===== config.mk =====
export PLATFORM = sky130hd
export DESIGN_NAME = serial_frame_tx_flat
export DESIGN_NICKNAME = d
export VERILOG_FILES = /design/src/rtl/serial_frame_pkg.sv /design/src/rtl/serial_frame_tx_if.sv /design/src/rtl/serial_frame_tx_byte_shifter.sv /design/src/rtl/serial_frame_tx.sv /design/src/flat_wrapper.sv
export SDC_FILE = /design/constraint.sdc
export NUM_CORES = 1
export LEC_CHECK = 0
export CAP_MARGIN = 10
export CORE_ASPECT_RATIO = 1.25
export CORE_MARGIN = 5
export CORE_UTILIZATION = 45
export CTS_CLUSTER_DIAMETER = 60
export DETAILED_ROUTE_END_ITERATION = 8
export GPL_TIMING_DRIVEN = 0
export PLACE_DENSITY = 0.83
export SYNTH_ARGS = -nofsm -noshare
export SYNTH_HDL_FRONTEND = slang
export SYNTH_SLANG_ARGS = --single-unit

===== constraint.sdc =====
create_clock -name clk -period 2.3 [get_ports clk]
set_input_delay 0.23 -clock clk [delete_from_list [all_inputs] [get_ports clk]]
set_output_delay 0.23 -clock clk [all_outputs]
set_load 0.05 [all_outputs]

===== src/rtl/serial_frame_pkg.sv =====
// Shared constants and state encoding for the serial frame transmitter.
// Imported by the top level and by the bench for the debug state port.
package serial_frame_pkg;

    localparam logic [7:0] MAGIC         = 8'hFF;
    localparam int         MODE_FREQ_BIT = 1;
    localparam int         MODE_TIME_BIT = 0;

    typedef enum logic [2:0] {
        S_IDLE  = 3'd0,
        S_MAGIC = 3'd1,
        S_HDR   = 3'd2,
        S_FREQ  = 3'd3,
        S_TIME  = 3'd4,
        S_CSUM  = 3'd5,
        S_FIN   = 3'd6
    } frame_state_t;

endpackage


===== src/rtl/serial_frame_tx_if.sv =====
// Byte stream link from the frame serializer to the UART transmitter.
// A byte moves on a rising clock edge where tx_valid & tx_ready. Once tx_valid
// is raised it stays high and tx_data holds until that transfer happens.
interface serial_frame_tx_if;

    logic [7:0] tx_data;
    logic       tx_valid;
    logic       tx_ready;

    modport master (output tx_data, output tx_valid, input tx_ready);
    modport slave  (input tx_data, input tx_valid, output tx_ready);

endinterface


===== src/rtl/serial_frame_tx_byte_shifter.sv =====
// Holds one DW-bit word and presents it a byte at a time, LSB first.
// A load takes priority over a shift presented in the same cycle.
module frame_byte_shifter #(
    parameter int DW = 32
) (
    input  logic          clk,
    input  logic          rst_n,
    input  logic          i_load,
    input  logic [DW-1:0] i_word,
    input  logic          i_shift,
    output logic [7:0]    o_byte,
    output logic          o_last
);

    localparam int NB = DW / 8;
    localparam int CW = $clog2(NB + 1);

    logic [DW-1:0] r_word;
    logic [CW-1:0] r_cnt;

    // r_cnt counts bytes still to be sent from the current word
    always_ff @(posedge clk or negedge rst_n) begin
        if (!rst_n) begin
            r_word <= '0;
            r_cnt  <= '0;
        end else if (i_load) begin
            r_word <= i_word;
            r_cnt  <= CW'(NB);
        end else if (i_shift && (r_cnt != '0)) begin
            r_word <= r_word >> 8;
            r_cnt  <= r_cnt - CW'(1);
        end
    end

    assign o_byte = r_word[7:0];
    assign o_last = (r_cnt == CW'(1));

endmodule


===== src/rtl/serial_frame_tx.sv =====
// Frequency-meter frame serializer: magic, header, selected words LSB first.
// Define SERIAL_FRAME_CSUM_EN to append an 8-bit additive checksum byte.
module serial_frame_tx
    import serial_frame_pkg::*;
#(
    parameter int NF = 2,
    parameter int NT = 10,
    parameter int DW = 32
) (
    input  logic               clk,
    input  logic               rst_n,
    input  logic               start,
    input  logic [1:0]         mode,
    input  logic [NF*DW-1:0]   fval,
    input  logic [NT*DW-1:0]   tval,
    output logic               busy,
    output logic               done,
    output frame_state_t       o_dbg_state,
    serial_frame_tx_if.master  tx
);

    localparam int NMAX = (NF > NT) ? NF : NT;
    localparam int IW   = $clog2(NMAX + 1);

    frame_state_t     r_state, w_next, w_tail;
    logic [1:0]       r_mode;
    logic [NF*DW-1:0] r_fval;
    logic [NT*DW-1:0] r_tval;
    logic [IW-1:0]    r_widx, w_widx_next;
    logic             r_busy, r_done;
    logic             w_xfer, w_load, w_last, w_shift_f, w_shift_t;
    logic [DW-1:0]    w_load_word;
    logic [7:0]       w_byte, w_tx_data;

`ifdef SERIAL_FRAME_CSUM_EN
    logic [7:0] r_csum;
    assign w_tail = S_CSUM;
`else
    assign w_tail = S_FIN;
`endif

    assign w_xfer = r_busy & tx.tx_ready;

    // Snapshots are consumed from the top word down, so word NF-1/NT-1 goes first
    always_comb begin
        w_next      = r_state;
        w_widx_next = r_widx;
        w_load      = 1'b0;
        w_load_word = '0;
        w_shift_f   = 1'b0;
        w_shift_t   = 1'b0;
        case (r_state)
            S_IDLE:  if (start) w_next = S_MAGIC;
            S_MAGIC: if (w_xfer) w_next = S_HDR;
            S_HDR: if (w_xfer) begin
                if (r_mode[MODE_FREQ_BIT]) begin
                    w_next = S_FREQ;
                    w_load = 1'b1;
                    w_load_word = r_fval[NF*DW-1 -: DW];
                    w_shift_f = 1'b1;
                    w_widx_next = IW'(NF - 1);
                end else if (r_mode[MODE_TIME_BIT]) begin
                    w_next = S_TIME;
                    w_load = 1'b1;
                    w_load_word = r_tval[NT*DW-1 -: DW];
                    w_shift_t = 1'b1;
                    w_widx_next = IW'(NT - 1);
                end else begin
                    w_next = w_tail;
                end
            end
            S_FREQ: if (w_xfer && w_last) begin
                if (r_widx != '0) begin
                    w_load = 1'b1;
                    w_load_word = r_fval[NF*DW-1 -: DW];
                    w_shift_f = 1'b1;
                    w_widx_next = r_widx - IW'(1);
                end else if (r_mode[MODE_TIME_BIT]) begin
                    w_next = S_TIME;
                    w_load = 1'b1;
                    w_load_word = r_tval[NT*DW-1 -: DW];
                    w_shift_t = 1'b1;
                    w_widx_next = IW'(NT - 1);
                end else begin
                    w_next = w_tail;
                end
            end
            S_TIME: if (w_xfer && w_last) begin
                if (r_widx != '0) begin
                    w_load = 1'b1;
                    w_load_word = r_tval[NT*DW-1 -: DW];
                    w_shift_t = 1'b1;
                    w_widx_next = r_widx - IW'(1);
                end else begin
                    w_next = w_tail;
                end
            end
            S_CSUM:  if (w_xfer) w_next = S_FIN;
            S_FIN:   w_next = S_IDLE;
            default: w_next = S_IDLE;
        endcase
    end

    // Status outputs are registered from the next state so they line up with it
    always_ff @(posedge clk or negedge rst_n) begin
        if (!rst_n) begin
            r_state <= S_IDLE;
            r_mode  <= '0;
            r_fval  <= '0;
            r_tval  <= '0;
            r_widx  <= '0;
            r_busy  <= 1'b0;
            r_done  <= 1'b0;
        end else begin
            r_state <= w_next;
            r_widx  <= w_widx_next;
            r_busy  <= (w_next != S_IDLE) && (w_next != S_FIN);
            r_done  <= (w_next == S_FIN);
            if (r_state == S_IDLE && start) begin
                r_mode <= mode;
                r_fval <= fval;
                r_tval <= tval;
            end
            if (w_shift_f) r_fval <= r_fval << DW;
            if (w_shift_t) r_tval <= r_tval << DW;
        end
    end

`ifdef SERIAL_FRAME_CSUM_EN
    always_ff @(posedge clk or negedge rst_n) begin
        if (!rst_n) begin
            r_csum <= '0;
        end else if (r_state == S_IDLE && start) begin
            r_csum <= '0;
        end else if (w_xfer && (r_state == S_HDR || r_state == S_FREQ || r_state == S_TIME)) begin
            r_csum <= r_csum + w_tx_data;
        end
    end
`endif

    frame_byte_shifter #(.DW(DW)) u_shifter (
        .clk     (clk),
        .rst_n   (rst_n),
        .i_load  (w_load),
        .i_word  (w_load_word),
        .i_shift (w_xfer && (r_state == S_FREQ || r_state == S_TIME)),
        .o_byte  (w_byte),
        .o_last  (w_last)
    );

    always_comb begin
        w_tx_data = 8'h00;
        case (r_state)
            S_MAGIC:         w_tx_data = MAGIC;
            S_HDR:           w_tx_data = {6'b0, r_mode};
            S_FREQ, S_TIME:  w_tx_data = w_byte;
`ifdef SERIAL_FRAME_CSUM_EN
            S_CSUM:          w_tx_data = r_csum;
`endif
            default:         w_tx_data = 8'h00;
        endcase
    end

    assign tx.tx_data  = w_tx_data;
    assign tx.tx_valid = r_busy;
    assign busy        = r_busy;
    assign done        = r_done;
    assign o_dbg_state = r_state;

endmodule


===== src/flat_wrapper.sv =====
// flat-port wrapper written by rule: the top's interface ports become plain ports
module serial_frame_tx_flat import serial_frame_pkg::*;
#(
    parameter int NF = 2,
    parameter int NT = 10,
    parameter int DW = 32
)
  (clk, rst_n, start, mode, fval, tval, busy, done, o_dbg_state, tx_tx_data, tx_tx_valid, tx_tx_ready);
  serial_frame_tx_if tx_i ();
  input  logic clk;
  input  logic rst_n;
  input  logic start;
  input  logic [1:0] mode;
  input  logic [NF*DW-1:0] fval;
  input  logic [NT*DW-1:0] tval;
  output logic busy;
  output logic done;
  output frame_state_t o_dbg_state;
  output wire logic [$bits(tx_i.tx_data)-1:0] tx_tx_data;
  output wire logic [$bits(tx_i.tx_valid)-1:0] tx_tx_valid;
  input wire logic [$bits(tx_i.tx_ready)-1:0] tx_tx_ready;
  assign tx_tx_data = tx_i.tx_data;
  assign tx_tx_valid = tx_i.tx_valid;
  assign tx_i.tx_ready = tx_tx_ready;
  serial_frame_tx #(.NF(NF), .NT(NT), .DW(DW)) u_core (.clk(clk), .rst_n(rst_n), .start(start), .mode(mode), .fval(fval), .tval(tval), .busy(busy), .done(done), .o_dbg_state(o_dbg_state), .tx(tx_i));
endmodule

==> metrics.md, run 1 <==
| Metric | Value |
|---|---|
| Status | `finished with violations` |
| Failing checks | `setup timing` |
| Top_reg_cell synth | `dfrtp_1` |
| Sink Count | `430` |
| Synth async-reset ratio | `1.00` |
| FF-to-FF Start | `u_core.r_widx[0]$_DFFE_PN0P_` |
| Die height | `240 µm` |
| Max cap viols | `0` |
| Worst hold stages | `3` |
| R2R setup slack | `-0.002 ns` |
| Vias | `~18000` |
| Vias per inst | `5.87` |
| Post-route insts no fill | `3076` |
| CTS tree | `built` |
| H-tree levels | `2` |
| Top cells by area, synth | `dfrtp_1, a22oi_1, nand2_1, o21ai_0, a21oi_1` |
| Net count, final | `2857` |
| Antenna-violating nets left | `0` |
| IO Pins | `404` |
| Sw power | `approximately 12 mW` |
| Most common cell in the synthesized netlist | `nand2_1` |
| Clock Tree Buf Depth | `3` |
| Netlist Area Pre-Place | `around 19000 µm²` |
| Comb power frac | `0.349` |
| Hold Vio Cnt, Final | `0` |
| Syn Nets | `roughly 2400` |
| Area of the multi-input gates | `7890 µm²` |
| Worst min path class | `input port to flop` |
| Root buf cell | `clkbuf_16` |
| Max VDD drop | `0.881 mV` |
| FF-to-FF End | `u_core.r_tval[104]$_DFFE_PN0P_` |
| DRC Markers | `0` |
| Worst setup SP type | `flop` |
| PwrDens | `roughly 1200 nW/µm²` |
| CTS Buf Count | `44` |
| Placed Cells | `roughly 3000` |
| Clk pwr share | `0.221` |
| Critical path peak fanout | `10` |
| Sequential cell fraction of total power | `0.430` |
| Grt total ovfl | `0` |
| Area delta synth->final | `38.5%` |
| Sw frac | `0.379` |
| Initial core utilization | `0.453` |
| Die Span X | `194 µm` |
| Req. time, crit path | `about 2.7 ns` |
| PortBufs | `403` |
| Site row count | `84` |
| Max Fclk | `between 400 and 500 MHz` |
| Layout fillers | `about 3400` |
| Max transition margin | `0.435` |
| WS Path Type | `flop to flop` |
| Core box area | `about 42000 µm²` |
| Post-synth EDFFs | `0` |
| TNS Setup | `-0.00153 ns` |
| Actual slew at the worst max-slew pin | `about 0.85 ns` |
| Mean Syn Cell Area | `approximately 9.6 µm²` |
| Setup WS pre-CTS | `-0.921 ns` |
| Worst reg2reg path depth | `10` |
| Synth Register Bits | `430` |
| Ys Warns | `0` |
| Yosys cell types | `56` |
| Clk Latency, worst-skew pair | `0.56 ns` |
| Drt first-iter violations | `around 1500` |
| Final WL | `a little over 70000 µm` |
| Internal power | `~20 mW` |
| Reg clk slew, reported paths | `about 0.060 ns` |
| Register area share after synthesis | `0.564` |
| Hold Slack | `0.213 ns` |
| Final setup violation count | `1` |
| RSZ-0062 raised after global routing | `true` |
| Post-synth top area share | `0.564` |
| Hold endpoint | `u_core.r_fval[12]$_DFFE_PN0P_` |
| Final Cycle Share | `1.00` |
| Total GRT Usage | `0.299` |
| First-pass GRT wire length | `approximately 110000 µm` |
| Top cells by count, synth | `nand2_1, dfrtp_1, a22oi_1, o21ai_0, a21oi_1` |
| Layout cells sized above 1 | `0.149` |
| CP arrival | `2.73 ns` |
| Die ar. | `46600 µm²` |
| Tmin final | `about 2.3 ns` |
| Yosys top cell by area | `dfrtp_1` |
| Hold path startpoint | `fval[12]` |
| Setup crit end kind | `flop` |
| Initial antenna violation count | `38` |
| Drt pass-1 iters | `6` |
| Largest net degree at the start of global routing | `around 120` |
| Final Max Slew Viols | `0` |
| LEAKAGE | `11.3 nW` |
| Seq. cell area | `roughly 11000 µm²` |
| WL per Instance | `23.4 µm` |
| Vias in the first global route | `18900` |
| Final worst slack | `-0.00153 ns` |
| GP Congestion | `around 0.96` |
| DP HPWL | `between 50000 and 60000 µm` |
| Synth Instances | `roughly 2000` |
| Worst clock skew | `~0.027 ns` |
[metrics by stage]
| step | total power [mW] | area (µm²) | util |
|---|---|---|---|
| after floorplan | 19.5 | 19100 | - |
| after global placement | 23.0 | 23900 | 0.567 |
| after detailed placement | 23.6 | 23900 | 0.570 |
| after CTS | 31.3 | 26000 | 0.619 |
| after global routing | 33.6 | 26400 | 0.628 |
| final | 31.8 | 26400 | 0.628 |
[state kept, by name, indices dropped and copies added, names as in the netlist]
| signal | count |
|---|---|
| u_core.busy | 1 |
| u_core.u_shifter.r_cnt | 3 |
| u_core.r_fval | 64 |
| u_core.r_mode | 2 |
| u_core.r_widx | 4 |
| u_core.r_tval | 320 |
| u_core.u_shifter.r_word | 32 |
| u_core.o_dbg_state | 3 |
| u_core.done | 1 |
[cells by family (layout without fill, tap and decap cells)]
| group | after synthesis | in the layout | synth area share |
|---|---|---|---|
| AOI/OAI and AO/OA | 785 | 785 | 0.262 |
| and+or+nand+nor | 579 | 579 | 0.121 |
| DFF | 430 | 430 | 0.564 |
| buffers and inverters | 191 | 694 | 0.0472 |
| adders and majority gates | 5 | 5 | 0.00328 |
| xor gates and xnor gates | 2 | 2 | 0.000919 |
| muxes | 2 | 2 | 0.00105 |
| other | 0 | 20 | 0 |
[metal layers]
metal	global-route usage	wire (µm)	up-vias
met2	0.523	36300	836
met1	0.321	24300	8840
met5	0	250	-
met4	0.175	5040	34
li1	-	-	8095
met3	0.0912	6130	253
[critical path: stages, from the launching register on]
cell and delay [ns]:
dfrtp_1 0.40, inv_2 0.09, ha_4 0.13, nor3b_4 0.25, mux2i_2 0.30, o22ai_4 0.13, buf_6 0.17, buf_12 0.16
buf_12 0.15, a22oi_2 0.26, o21ai_1 0.11
[worst max-delay path by stage]
stage	from	end	slack (ns)
6_report	u_core.r_widx[0]$_DFFE_PN0P_	u_core.r_tval[104]$_DFFE_PN0P_	-0.002
5_1_grt	u_core.r_widx[0]$_DFFE_PN0P_	u_core.r_tval[73]$_DFFE_PN0P_	-0.06
4_1_cts	u_core.r_widx[0]$_DFFE_PN0P_	u_core.r_tval[73]$_DFFE_PN0P_	-0.03
3_5_place_dp	tx_tx_ready	u_core.r_tval[104]$_DFFE_PN0P_	-0.92
3_3_place_gp	rst_n	u_core.r_fval[37]$_DFFE_PN0P_	-16.84
2_1_floorplan	u_core.o_dbg_state[0]$_DFF_PN0_	tx_tx_data[5]	-0.08
[area by class of cell]
| type | instances | area share |
|---|---|---|
| clock inverters | 18 | 0.00569 |
| clock buffers | 63 | 0.0478 |
| plain buffers | 180 | 0.0481 |
| flip-flops and latches | 430 | 0.408 |
| well taps | 559 | 0.0265 |
| repair buffers | 426 | 0.162 |
| multi-input cells | 1373 | 0.299 |
| inverters | 7 | 0.000995 |
| diodes | 20 | 0.00190 |
[what timing repair did]
action                                 4_1_cts  5_1_grt
pin swaps                                   18       22
setup endpoints to repair                  429      414
setup buffers                               11        7
cloned                                       1        0
resized for setup                          275      131
hold buffers                                 1        0
endpoints found under the hold margin      108        0
[cell usage in the layout, fill, tap and decap left out, types with 20 or more instances in the layout]
cell type,netlist,routed
buf_6,8,30
a21oi_1,102,100
diode_2,0,20
dfrtp_1,430,428
buf_2,74,43
buf_4,8,37
nand2_1,542,542
o21ai_1,40,104
clkbuf_16,0,44
clkbuf_4,0,24
a221o_1,24,24
clkdlybuf4s50_1,0,394
a22oi_2,0,67
a22oi_1,322,255
clkbuf_1,93,20
clkbuf_2,0,52
o21ai_0,262,191
[power groups by stage]
stage	clock, mW	combinational, mW	sequential (mW)
4_1_cts	7.05	10.7	13.5
6_report	7.02	11.1	13.7
5_1_grt	7.39	12.3	14.0
2_1_floorplan	0	6.76	12.8
3_5_place_dp	0	10.1	13.6
3_3_place_gp	0	9.59	13.4
Note: power is estimated with default switching activity, not from simulation.
==> run 2: changes to the inputs <==
--- a/config.mk
+++ b/config.mk
@@ -11,8 +11,9 @@
 export CORE_UTILIZATION = 45
 export CTS_CLUSTER_DIAMETER = 60
 export DETAILED_ROUTE_END_ITERATION = 8
-export GPL_TIMING_DRIVEN = 0
+export GPL_TIMING_DRIVEN = 1
 export PLACE_DENSITY = 0.83
+export SLEW_MARGIN = 30
 export SYNTH_ARGS = -nofsm -noshare
 export SYNTH_HDL_FRONTEND = slang
 export SYNTH_SLANG_ARGS = --single-unit
==> run 2 against run 1 <==
- the run now ends clean
- sequential power barely moved
- first-iteration DRC count down 13%
- clock power grew 1%
- register-to-register slack improved by 0.09 ns
- combinational power fell by 5%
- critical endpoint is now tx_tx_data[0]
==> metrics.md, run 2 (synthesis results as in run 1) <==
| Metric | Value |
|---|---|
| Status | `completed (was finished with violations)` |
| LEAKAGE | `11.0 nW (was 11.3 nW)` |
| Clock Tree Buf Depth | `3 (unchanged)` |
| Antenna-violating nets left | `0 (unchanged)` |
| DP HPWL | `44500 µm (was 54800 µm)` |
| PortBufs | `403 (unchanged)` |
| H-tree levels | `2 (unchanged)` |
| Tmin final | `2.23 ns (was 2.30 ns)` |
| Final setup violation count | `0 (was 1)` |
| Site row count | `84 (unchanged)` |
| Top Registers | `u_core.r_tval: 320 flops, u_core.r_fval: 64 flops, u_core.u_shifter.r_word: 32 flops (unchanged)` |
| Worst min path class | `input port to async pin (was input port to flop)` |
| GP Congestion | `0.931 (was 0.955)` |
| Vias per inst | `5.78 (was 5.87)` |
| First-pass GRT wire length | `95100 µm (was 108000 µm)` |
| Largest net degree at the start of global routing | `163 (was 122)` |
| PwrDens | `1210 nW/µm² (was 1200 nW/µm²)` |
| Post-Layout Inst Area | `25900 µm² (was 26400 µm²)` |
| Most frequent cells in the layout | `nand2_1, dfrtp_1, clkdlybuf4s50_1 (unchanged)` |
| Max cap viols | `0 (unchanged)` |
| Area after DPL | `24200 µm² (was 23900 µm²)` |
| Final WL | `62500 µm (was 72000 µm)` |
| Sink Count | `430 (unchanged)` |
| Grt total ovfl | `0 (unchanged)` |
| Reg clk slew, reported paths | `0.06 ns (about the same)` |
| Critical path peak fanout | `7 (was 10)` |
| CP arrival | `2.00 ns (was 2.73 ns)` |
| Core box area | `42000 µm² (unchanged)` |
| Total GRT Usage | `0.255 (was 0.299)` |
| Biggest register | `u_core.r_tval (unchanged)` |
| Max VDD drop | `1.00 mV (was 0.881 mV)` |
| Hold Vio Cnt, Final | `0 (unchanged)` |
| Drt first-iter violations | `1300 (was 1494)` |
| Max reg flops | `320 (unchanged)` |
| IO Pins | `404 (unchanged)` |
| Worst setup SP type | `flop (unchanged)` |
| Placed Cells | `2862 (was 2959)` |
| Vias in the first global route | `16900 (was 18900)` |
| Die height | `240 µm (unchanged)` |
| Area delta synth->final | `36.1% (was 38.5%)` |
| Actual slew at the worst max-slew pin | `0.791 ns (was 0.847 ns)` |
| WS Path Type | `flop to primary output (was flop to flop)` |
| RSZ-0062 raised after global routing | `true (unchanged)` |
| Commonest non-fill, non-tap cell in the layout | `nand2_1 (unchanged)` |
| Layout cells sized above 1 | `0.0957 (was 0.149)` |
| CTS Buf Count | `44 (unchanged)` |
| Final Max Slew Viols | `0 (unchanged)` |
| Max Fclk | `449 MHz (was 434 MHz)` |
| Req. time, crit path | `2.07 ns (was 2.73 ns)` |
| DRC Markers | `0 (unchanged)` |
| Root buf cell | `clkbuf_16 (unchanged)` |
| Clk Latency, worst-skew pair | `0.57 ns (was 0.56 ns)` |
| Worst clock skew | `0.0263 ns (was 0.0268 ns)` |
| Vias | `17200 (was 18100)` |
| CTS tree | `built (unchanged)` |
| Die Span X | `194 µm (unchanged)` |
| Die ar. | `46600 µm² (unchanged)` |
| Setup crit end kind | `primary output (was flop)` |
| WL per Instance | `21.1 µm (was 23.4 µm)` |
| Post-route insts no fill | `2967 (was 3076)` |
| Net count, final | `2754 (was 2857)` |
| Initial antenna violation count | `19 (was 38)` |
| Drt pass-1 iters | `8 (was 6)` |
| Initial core utilization | `0.453 (unchanged)` |
| Max transition margin | `0.473 (was 0.435)` |
| Final Cycle Share | `0.968 (was 1.00)` |
[run 2: cell count changes in the layout (fill, tap and decap cells not counted), moves of 24 or more]
cell and change:
buf_12 +37, clkbuf_4 -24, clkbuf_2 -52, o21ai_0 +60
o21ai_1 -59, a22oi_2 -49, buf_2 -42, a22oi_1 +49
buf_6 -27
[run 2: area by class of cell]
type	instances	area, µm²
Clock buffer	60	1250
Timing Repair Buffer	503	5360
Clock inverter	19	186
Tap cell	559	699
Sequential cell	430	10800
Inverter	7	26.3
Fill cell	3356	16100
Multi-Input combinational cell	1373	7610
Antenna cell	16	40.0
[run 2: stage by stage]
step / total power [mW] / hold WS (ns) / TNS [ns] / worst slack (ns) / utilization
CTS: 31.3 / 0.164 / -0.0193 / -0.0110 / 0.611
global placement: 23.5 / 0.151 / 0 / 0.0982 / 0.576
global route: 33.4 / 0.192 / -0.638 / -0.0686 / 0.617
floorplan: 19.5 / -0.0656 / -0.0797 / -0.0797 / -
detailed placement: 24.1 / 0.157 / 0 / 0.0376 / 0.576
finish: 31.5 / 0.166 / 0 / 0.0726 / 0.617
[run 2: where the power goes]
| group | leakage [nW] | total (mW) | internal (mW) | switching, mW |
|---|---|---|---|---|
| Combinational | 4.89 | 10.6 | 4.67 | 5.96 |
| Clock | 0.709 | 7.11 | 4.07 | 3.04 |
| Sequential | 5.36 | 13.7 | 11.1 | 2.58 |
[run 2: critical path: stages, from the launching register on]
cell     delay [ns]
dfrtp_2        0.42
buf_4          0.17
buf_6          0.14
nor2b_4        0.13
buf_2          0.21
a21oi_2        0.07
o22ai_4        0.15
buf_12         0.16
[run 2: routing by layer]
layer | global-route usage | up-vias | share of wire | wire (µm)
met5 | 0 | - | 0.00061 | 38
met2 | 0.440 | 691 | 0.51 | 31800
li1 | - | 7867 | - | -
met4 | 0.113 | 6 | 0.046 | 2900
met3 | 0.0555 | 152 | 0.067 | 4190
met1 | 0.310 | 8437 | 0.38 | 23600
[run 2: worst paths after layout]
kind                                            startpoint                                       to  slack, ns  cells past startpoint
min reg2reg                   u_core.r_fval[3]$_DFFE_PN0P_            u_core.r_fval[35]$_DFFE_PN0P_       0.49                      2
min in group clk                                  fval[22]            u_core.r_fval[22]$_DFFE_PN0P_       0.21                      3
min                                                  rst_n           u_core.r_tval[270]$_DFFE_PN0P_       0.17                      2
max                        u_core.o_dbg_state[2]$_DFF_PN0_                            tx_tx_data[0]       0.07                      7
max reg2reg                u_core.o_dbg_state[2]$_DFF_PN0_  u_core.u_shifter.r_word[31]$_DFFE_PN0P_       0.09                      7
max in group asynchronous                            rst_n            u_core.r_fval[58]$_DFFE_PN0P_       1.31                      3
[run 2: repair_timing]
action	4_1_cts	5_1_grt
pin swaps	0	3
hold buffers	1	0
hold endpoints to repair	122	0
resized for setup	6	33
buffers inserted	1	5
gates cloned	0	3
setup endpoints to repair	10	122
==> run 3: changes to the inputs <==
--- a/config.mk
+++ b/config.mk
@@ -5,6 +5,7 @@
 export SDC_FILE = /design/constraint.sdc
 export NUM_CORES = 1
 export LEC_CHECK = 0
+export ABC_CLOCK_PERIOD_IN_PS = 2400
 export CAP_MARGIN = 10
 export CORE_ASPECT_RATIO = 1.25
 export CORE_MARGIN = 5
@@ -12,7 +13,7 @@
 export CTS_CLUSTER_DIAMETER = 60
 export DETAILED_ROUTE_END_ITERATION = 8
 export GPL_TIMING_DRIVEN = 1
-export PLACE_DENSITY = 0.83
+export PLACE_DENSITY = 0.8
 export SLEW_MARGIN = 30
 export SYNTH_ARGS = -nofsm -noshare
 export SYNTH_HDL_FRONTEND = slang
==> constraint.sdc (replaced) <==
create_clock -name clk -period 2.4 [get_ports clk]
set_input_delay 0.24 -clock clk [delete_from_list [all_inputs] [get_ports clk]]
set_output_delay 0.24 -clock clk [all_outputs]
set_load 0.05 [all_outputs]
==> run 3 against run 2 <==
- core utilization down 0.66 points
- clock skew down 0.0020 ns
- die area unchanged
- largest cell class unchanged
==> metrics.md, run 3 (synthesis results as in run 1) <==
| Metric | Value |
|---|---|
| Status | `completed (unchanged)` |
| Most Crowded Layer GR | `met2 (unchanged)` |
| Actual slew at the worst max-slew pin | `0.771 ns (was 0.791 ns)` |
| Setup crit end kind | `primary output (unchanged)` |
| Die ar. | `46600 µm² (unchanged)` |
| Final Max Slew Viols | `0 (unchanged)` |
| LEAKAGE | `10.8 nW (was 11.0 nW)` |
| Max cap viols | `0 (unchanged)` |
| Req. time, crit path | `2.16 ns (was 2.07 ns)` |
| Vias in the first global route | `16900 (about the same)` |
| Die height | `240 µm (unchanged)` |
| Drt pass-1 iters | `7 (was 8)` |
| CTS Buf Count | `46 (was 44)` |
| CP arrival | `2.11 ns (was 2.00 ns)` |
| H-tree levels | `2 (unchanged)` |
| Reg clk slew, reported paths | `0.06 ns (about the same)` |
| Total GRT Usage | `0.256 (was 0.255)` |
| Sw power | `10.9 mW (was 11.6 mW)` |
| Max Fclk | `~430 MHz` |
| Final WL | `61900 µm (was 62500 µm)` |
| Post-route insts no fill | `2956 (was 2967)` |
| Vias per inst | `5.67 (was 5.78)` |
| GR Layer Usage met1 | `0.318 (was 0.310)` |
| RSZ-0062 raised after global routing | `false (was true)` |
| Root buf cell | `clkbuf_16 (unchanged)` |
| Area delta synth->final | `34.6% (was 36.1%)` |
| WS Path Type | `flop to primary output (unchanged)` |
| Clk Latency, worst-skew pair | `0.56 ns (was 0.57 ns)` |
| Worst min path class | `input port to flop (was input port to async pin)` |
| Sequential cell fraction of total power | `0.439 (was 0.436)` |
| Most frequent cells in the layout | `nand2_1, dfrtp_1, clkdlybuf4s50_1 (unchanged)` |
| Internal power | `19.1 mW (was 19.9 mW)` |
| Commonest non-fill, non-tap cell in the layout | `nand2_1 (unchanged)` |
| WL per Instance | `20.9 µm (was 21.1 µm)` |
| DP HPWL | `44200 µm (was 44500 µm)` |
| Site row count | `84 (unchanged)` |
| IO Pins | `404 (unchanged)` |
| Tmin final | `roughly 2.3 ns` |
| Critical path peak fanout | `11 (was 7)` |
| Initial antenna violation count | `27 (was 19)` |
| Sw frac | `0.363 (was 0.368)` |
| Biggest register | `u_core.r_tval (unchanged)` |
| Final Cycle Share | `0.979` |
| R2R setup slack | `0.13 ns (was 0.09 ns)` |
| FF-to-FF Start | `u_core.o_dbg_state[0]$_DFF_PN0_ (was u_core.o_dbg_state[2]$_DFF_PN0_)` |
| Max transition margin | `0.481 (was 0.473)` |
| Core box area | `42000 µm² (unchanged)` |
| Critical path buffer and inverter count | `2 (was 4)` |
| GP Congestion | `0.900 (was 0.931)` |
| Worst Setup SP | `u_core.o_dbg_state[2]$_DFF_PN0_ (unchanged)` |
| Worst setup SP type | `flop (unchanged)` |
| Worst clock skew | `0.0243 ns (was 0.0263 ns)` |
| CP cell instances | `buf_4 -> clkdlybuf4s50_1 (was buf_4 -> buf_6 -> nor2b_4 -> buf_2 -> a21oi_2 -> o22ai_4 -> buf_12)` |
| GR Layer Usage met2 | `0.421 (was 0.440)` |
| CTS tree | `built (unchanged)` |
| Vias | `16800 (was 17200)` |
| Sink Count | `430 (unchanged)` |
| DRC Markers | `0 (unchanged)` |
| Clock Tree Buf Depth | `3 (unchanged)` |
| Clk pwr share | `0.238 (was 0.226)` |
| Max VDD drop | `0.787 mV (was 1.00 mV)` |
| Final setup violation count | `0 (unchanged)` |
| First-pass GRT wire length | `94800 µm (was 95100 µm)` |
| Delay-heaviest family, CP | `buffers and inverters (unchanged)` |
| Max reg flops | `320 (unchanged)` |
| Antenna-violating nets left | `0 (unchanged)` |
| Net count, final | `2734 (was 2754)` |
| Initial core utilization | `0.453 (unchanged)` |
| PortBufs | `403 (unchanged)` |
| Utilization after layout | `0.610 (was 0.617)` |
| Slowest stage delay, CP | `0.83 ns (was 0.42 ns)` |
| FF-to-FF End | `u_core.r_fval[55]$_DFFE_PN0P_ (was u_core.u_shifter.r_word[31]$_DFFE_PN0P_)` |
| Stages on the worst setup path | `2 (was 7)` |
| Top Registers | `u_core.r_tval: 320 flops, u_core.r_fval: 64 flops, u_core.u_shifter.r_word: 32 flops (unchanged)` |
| Hold Vio Cnt, Final | `0 (unchanged)` |
| Grt met3 use | `0.0570 (was 0.0555)` |
| Worst reg2reg path depth | `6 (was 7)` |
| Die Span X | `194 µm (unchanged)` |
| Placed Cells | `2848 (was 2862)` |
| Comb power frac | `0.324 (was 0.338)` |
| Layout cells sized above 1 | `0.0772 (was 0.0957)` |
| Largest net degree at the start of global routing | `101 (was 163)` |
| Grt total ovfl | `0 (unchanged)` |
| Slowest cell on the critical path | `clkdlybuf4s50_1 (was dfrtp_2)` |
| Drt first-iter violations | `1299 (was 1300)` |
| PwrDens | `1170 nW/µm² (was 1210 nW/µm²)` |
| Critical Path Sink | `o_dbg_state[2] (was tx_tx_data[0])` |
## run 3: what timing repair did
action | in CTS | in global routing
setup endpoints to repair | 8 | 12
gates cloned | 0 | 0
hold buffers | 1 | 0
gates resized for setup | 4 | 4
pin swaps | 0 | 1
hold endpoints to repair | 57 | 0
buffers inserted | 0 | 1
## run 3: per-layer routing
metal	routed length (µm)	part of all wire
met5	33	0.00053
met2	30300	0.49
met4	3460	0.056
met1	23800	0.38
met3	4360	0.070
## run 3: worst register-to-register path, stage by stage, from the launching register on
cell and delay [ns]:
dfrtp_2 0.46, buf_4 0.18, or3b_1 0.43, or3_1 0.43, o311a_2 0.38, nand2_1 0.20, nand2_1 0.08
## run 3: layout make-up
type / instances / area (µm²)
antenna: 25 / 62.6
clock buffer: 63 / 1300
clock inverter: 18 / 211
fill: 3472 / 16400
inverter: 7 / 26.3
multi-input combinational: 1373 / 7490
sequential: 430 / 10800
tap: 559 / 699
timing repair buffer: 481 / 5120
## run 3: through the flow
stage	TNS [ns]	setup WS (ns)	hold WS (ns)	total power [mW]	area, µm²
finish	0	0.0500	0.222	30.0	25700
global route	0	0.00617	0.218	31.9	25700
floorplan	-0.237	-0.237	-0.0556	18.6	19100
CTS	0	0.0169	0.201	30.1	25600
global placement	0	0.125	0.261	22.3	24100
detailed placement	0	0.105	0.265	22.9	24100
## run 3: power groups by stage
stage          combinational (mW)  sequential, mW  clock, mW
6_report                     9.70            13.2       7.12
5_1_grt                      10.9            13.5       7.52
4_1_cts                      9.70            13.2       7.25
3_5_place_dp                 9.60            13.3          0
3_3_place_gp                 9.22            13.1          0
2_1_floorplan                6.42            12.2          0
## run 3: how the worst min path moves through the flow
stage          cells after the start  slack (ns)                        endpoint  startpoint
2_1_floorplan                      0       -0.06           u_core.busy$_DFF_PN0_       rst_n
3_3_place_gp                       1        0.26  u_core.r_tval[233]$_DFFE_PN0P_       rst_n
3_5_place_dp                       1        0.26  u_core.r_tval[233]$_DFFE_PN0P_       rst_n
4_1_cts                            3        0.20   u_core.r_tval[29]$_DFFE_PN0P_    tval[29]
5_1_grt                            3        0.22    u_core.r_tval[6]$_DFFE_PN0P_     tval[6]
6_report                           3        0.22   u_core.r_tval[29]$_DFFE_PN0P_    tval[29]
